[src/rtl/multichannel_deglitch.sv]
// multichannel_deglitch: per-channel synchroniser plus tick-gated bipolar deglitch filter with edge pulses and sticky glitch flags
module multichannel_deglitch #(
  parameter int CHANNELS = 8,
  parameter int DELAY_WIDTH = 8,
  parameter int SYNC_STAGES = 2,
  parameter logic [CHANNELS-1:0] DEFAULT_OUTPUT = '0
) (
  input  logic                   reset,
  input  logic                   clk,
  input  logic                   clk_en,
  input  logic [DELAY_WIDTH-1:0] delay_rise,
  input  logic [DELAY_WIDTH-1:0] delay_fall,
  input  logic [2*CHANNELS-1:0]  mode,
  input  logic [CHANNELS-1:0]    in,
  input  logic [CHANNELS-1:0]    glitch_clear,
  output logic [CHANNELS-1:0]    out,
  output logic [CHANNELS-1:0]    rise_pulse,
  output logic [CHANNELS-1:0]    fall_pulse,
  output logic [CHANNELS-1:0]    glitch_flag
);
  genvar g;
  for (g = 0; g < CHANNELS; g++) begin : g_ch
    logic [SYNC_STAGES-1:0] sync_q;
    logic [DELAY_WIDTH-1:0] cnt, cnt_nxt, d;
    logic [1:0] m;
    logic s, filt, flip, glitch_set, out_q, rise_q, fall_q, glitch_q;
    always_comb begin
      m = mode[2*g +: 2];
      s = sync_q[SYNC_STAGES-1];
      d = out_q ? delay_fall : delay_rise;
      filt = (m == 2'd1) || (m == (out_q ? 2'd3 : 2'd2));
      flip = (s != out_q) && (!filt || cnt >= d);
      // a counter left non-zero when the input returns means a transition was abandoned
      glitch_set = (m != 2'd0) && (s == out_q) && (cnt != '0);
      cnt_nxt = (s == out_q || flip || m == 2'd0) ? '0 : (&cnt ? cnt : cnt + 1'b1);
    end
    always_ff @(posedge clk or posedge reset)
      if (reset) begin
        sync_q   <= {SYNC_STAGES{DEFAULT_OUTPUT[g]}};
        cnt      <= '0;
        out_q    <= DEFAULT_OUTPUT[g];
        rise_q   <= 1'b0;
        fall_q   <= 1'b0;
        glitch_q <= 1'b0;
      end else begin
        sync_q <= {sync_q[SYNC_STAGES-2:0], in[g]};
        rise_q <= clk_en && flip && !out_q;
        fall_q <= clk_en && flip && out_q;
        if (clk_en) begin
          cnt      <= cnt_nxt;
          out_q    <= out_q ^ flip;
          glitch_q <= glitch_set || (glitch_q && !glitch_clear[g]);
        end
      end
    assign out[g] = out_q;
    assign rise_pulse[g] = rise_q;
    assign fall_pulse[g] = fall_q;
    assign glitch_flag[g] = glitch_q;
  end
endmodule

[config.mk]
export PLATFORM = sky130hd
export DESIGN_NAME = multichannel_deglitch
export DESIGN_NICKNAME = d
export VERILOG_FILES = /design/src/rtl/multichannel_deglitch.sv
export SDC_FILE = /design/constraint.sdc
export NUM_CORES = 1
export LEC_CHECK = 0
export CAP_MARGIN = 20
export CELL_PAD_IN_SITES_DETAIL_PLACEMENT = 0
export CELL_PAD_IN_SITES_GLOBAL_PLACEMENT = 1
export CORE_MARGIN = 2
export CORE_UTILIZATION = 40
export CTS_CLUSTER_DIAMETER = 80
export DETAILED_ROUTE_END_ITERATION = 10
export DONT_BUFFER_PORTS = 1
export PLACE_DENSITY = 0.73
export SLEW_MARGIN = 10
export SYNTH_ARGS = -nofsm -noshare
export SYNTH_HDL_FRONTEND = slang
export SYNTH_SLANG_ARGS = --single-unit
[constraint.sdc]
create_clock -name clk -period 5.4 [get_ports clk]
set_clock_uncertainty 0.2 [all_clocks]
set_input_delay 0.27 -clock clk [delete_from_list [all_inputs] [get_ports clk]]
set_output_delay 0.27 -clock clk [all_outputs]
set_load 0.05 [all_outputs]
# Word-level counts from Yosys, hierarchy flattened
# Cells that the tools add are included.
# word_totals
regBits	112
input_bits	51
output_inout_bits	32
wordCells	304
# op_classes
addsub	8
order_cmp	8
n_eq_ne	40
mux	32
bitwise_logic	8
n_reduce_logical	160
# ops
cell	n
8-bit 2-to-1 mux	24
8-bit by 1-bit adder with 8-bit output, second input constant	8
8-bit >= comparator	8
8-bit AND reduction	8
8-bit nonzero test	8
1-bit logical AND	56
1-bit logical OR	40
1-bit logical NOT	24
2-bit by 1-bit == test with 1-bit output, second input constant	8
2-bit == test	8
2-bit logical NOT	8
2-bit != test, second input constant	8
2-bit AND reduction	8
2-bit nonzero test	8
1-bit == test	8
1-bit 2-to-1 mux	8
1-bit != test	8
1-bit XOR	8

# Logic depth before layout (Yosys ltp)
# logic_depth
word_depth	10
mapped_depth	9
mapped_depth_nobuf	8

# Worst setup path before layout
# OpenSTA, ideal clock, no wires.
# synth_timing
path_type	register to register
start	reg (tool-made name)
end	reg g_ch[3].cnt[2]
setup_ns	0.095
t_arrival_ns	2.521
required_time_ns	5.105
slack_ns	2.583
stages_incl_launch_ff	9
path_buffers	1
period_less_slack_ns	2.817
cell_sequence	dfrtp_1 > buf_1 > mux2i_1 > ha_1 > a2111oi_4 > o311ai_2 > nor4_4 > nand3_2 > o31ai_1
# synth_lines
element	line_no	source
end signal: assignment	50	cnt <= cnt_nxt;
end: declaration	24	logic [DELAY_WIDTH-1:0] cnt, cnt_nxt, d;

==> summary.md <==
| Metric | Value |
|---|---|
| Outcome | finished, final reports clean |
| Vias in the first global route | 5931 |
| Inserted Diodes | 0 |
| Switching Share | 37.33% |
| DR vias | 6075 |
| Antenna violations before repair | 0 |
| Top layer in use | met4 |
| Unique masters post-synth | 62 |
| First-pass GRT wire length | 31.79 mm |
| Syn Area/Cell | 9.537 um2 |
| IO Count | 83 |
| Largest area contributor in the netlist | dfrtp_1 |
| Most common flop cell mapped by yosys | dfrtp_1 |
| LEAKAGE | 0.003715 uW |
| Fin. max-slew vios | 0 |
| Worst hold endpoint | g_ch[2].cnt[1] |
| Psw | 1049 uW |
| Gate Count Post-Synth | 829 |
| Final setup viols | 0 |
| WP data arrival | 3.52 ns |
| GP Congestion | 0.7689 |
| Flop pwr share | 42.8% |
| Min-delay src | clk_en |
| CTS tree | done |
| Crit start category | register |
| Critical path peak fanout | 14 |
| Synth top cells by count | dfrtp_1, ha_1, mux2i_1 |
| Sink Count | 112 |
| Min Hold Slack | 0.02257 ns |
| R2R Path End | g_ch[6].cnt[0] |
| Vias per cell | 5.651 |
| Largest net degree at the start of global routing | 123 |
| I/O Buffers | 0 |
| Cell Area, Synth | 7906 um2 |
| Final core occ | 44.00% |
| Post-DP HPWL | 13.13 mm |
| RSZ-0062 raised after global routing | no |
| Synth area leaders | dfrtp_1, ha_1, mux2i_1 |
| Die Height | 144.6 um |
| Die X | 144.6 um |
| Max frequency | 290.9 MHz |
| Fin. Hold Viols | 0 |
| Clock Latency Late Sink | 0.36 ns |
| Yosys reg bits | 112 |
| DR WL met3 | 979 um |
| H-tree levels | 3 |
| Total GRT Usage | 19.82% |
| Starting density of the core | 40.76% |
| Final net count | 937 |
| Reg clk slew, reported paths | 0.08 ns |
| Min Clock Period, post-route | 3.438 ns |
| WL/cell | 18.36 um |
| Clock share of power | 26.2% |
| Root Buffer | clkbuf_16 |
| Power density over the cells | 329.1 nW/um2 |
| Met2 wire len | 9.030 mm |
| Crit. End Element | register |
| Maximum vdd drop | 0.1566 mV |
| Worst path required time | 5.48 ns |
| Setup bufs post-CTS | 0 |
| Worst Setup Path Type | reg2reg |
| Slew headroom | 30.72% |
| WL met1 | 9.256 mm |
| Comb power frac | 31.1% |
| DRT Pass-1 Iters | 4 |
| Routed Antenna Nets | 0 |
| Post-CTS Hold Buffers | 30 |
| Core Area | 19400 um2 |
| Internal power | 1760 uW |
| Hold depth | 2 |
| Worst slew pin tran | 1.039 ns |
| CTS Buf Count | 9 |
| Setup_tns | 0 ns |
| Layout cell share with drive strength beyond 1 | 8.765% |
| # Max-Cap Violations | 0 |
| Asr flop ratio synth | 100.0% |
| Grt ovf | 0 |
| FP Rows | 51 |
| Worst R2R Path Depth | 7 |
| Min-delay worst type | in2reg |
| Total Power | 2809 uW |
| Mapped Nets | 960 |
| Die footprint | 20910 um2 |
| Tcrit/Tclk final | 63.66% |
| Top cell type's share of synthesized area | 35.45% |
| Post-CTS sizing | 0 |
| DRC | 0 |
| DRT Wirelength | 19.74 mm |
| Cell with the most instances after synthesis | dfrtp_1 |
| Synth Warn # | 0 |
| Violation count after the first detailed-route iteration | 332 |
| R2R Setup Slk | 1.96 ns |
| Max Buffers Root-to-Sink | 2 |
| Area growth syn-to-layout | 7.960% |
| Register area share after synthesis | 35.45% |
| Post-synth EDFFs | 0 |
| # fillers | 1934 |
-- cells in the final DEF (no fill, tap or decap), types with 8 or more instances in the layout --
cell           instances
nand2b_1              11
nor2_1                39
nor2b_1                8
xnor2_1                8
inv_1                 35
nor4_1                 8
dfrtp_1              112
nand3_1               27
mux2_2                20
o31ai_1               14
clkbuf_16              9
o21a_1                 8
a31oi_1               15
and3_1                10
nand4_1               20
o21ai_0               50
nand2_1               58
or4b_2                 8
nor3_1                13
nor3b_1               17
dlygate4sd3_1         29
ha_1                  80
mux2i_1               59
a41oi_1               12
a21oi_1               47
-- routing by layer --
layer	GRT usage [%]	up-vias
met1	26.39	2908
met5	0	-
met4	7.001	0
met2	31.80	135
li1	-	2999
met3	4.338	33
-- logic make-up after synthesis --
| kind of cell | synth area share (%) |
|---|---|
| simple gates | 16.16 |
| compound gates | 17.00 |
| xor+xnor | 1.867 |
| buf+inv | 6.552 |
| flops | 35.45 |
| fa+ha+maj | 12.66 |
| mux | 10.32 |
-- cell type report --
cell class / instances / area (um2) / area share (%)
Multi-Input combinational cell: 611 / 4586 / 53.72
Sequential cell: 112 / 2803 / 32.83
Timing Repair Buffer: 35 / 355.3 / 4.163
Tap cell: 265 / 331.6 / 3.884
Clock buffer: 9 / 225.2 / 2.639
Inverter: 37 / 141.4 / 1.656
Clock inverter: 6 / 93.84 / 1.099
-- worst max path at each step --
| stage | to | from | cells after the start |
|---|---|---|---|
| final | g_ch[6].cnt[0] | register | 7 |
| after floorplan | asynchronous set/reset pin | reset | 1 |
| after global placement | g_ch[6].cnt[4] | register | 7 |
| after global routing | g_ch[6].cnt[0] | register | 7 |
| after detailed placement | g_ch[6].cnt[0] | register | 7 |
| after CTS | g_ch[6].cnt[0] | register | 7 |
-- state kept, by name, indices dropped and copies added (netlist names), named ones only --
register and count:
g_ch.sync_q 16, g_ch.rise_q 8, g_ch.glitch_q 8, g_ch.fall_q 8, g_ch.cnt 64
-- metrics by stage --
stage	cells	cell area, um2	setup WS [ns]
2_1_floorplan	829	7906	1.971
3_3_place_gp	1030	7899	1.973
3_5_place_dp	1030	7899	1.907
4_1_cts	1075	8536	1.936
5_1_grt	1075	8536	1.645
6_report	1075	8536	1.962
-- critical path, cell delays in order (launching register included) --
cell	delay (ns)
dfrtp_1	1.01
mux2_2	0.42
ha_1	0.27
o21ai_0	0.17
a221oi_1	0.13
nor4_2	0.80
a31oi_1	0.17
a31oi_1	0.19
-- power groups by stage --
stage / Sequential (uW) / Combinational [uW] / Clock [uW]
global route: 1220 / 986 / 797
global placement: 1220 / 811 / 0
CTS: 1200 / 881 / 761
finish: 1200 / 873 / 735
detailed placement: 1220 / 820 / 0
floorplan: 1010 / 954 / 0
No activity file was read; power rests on OpenSTA's default activity.
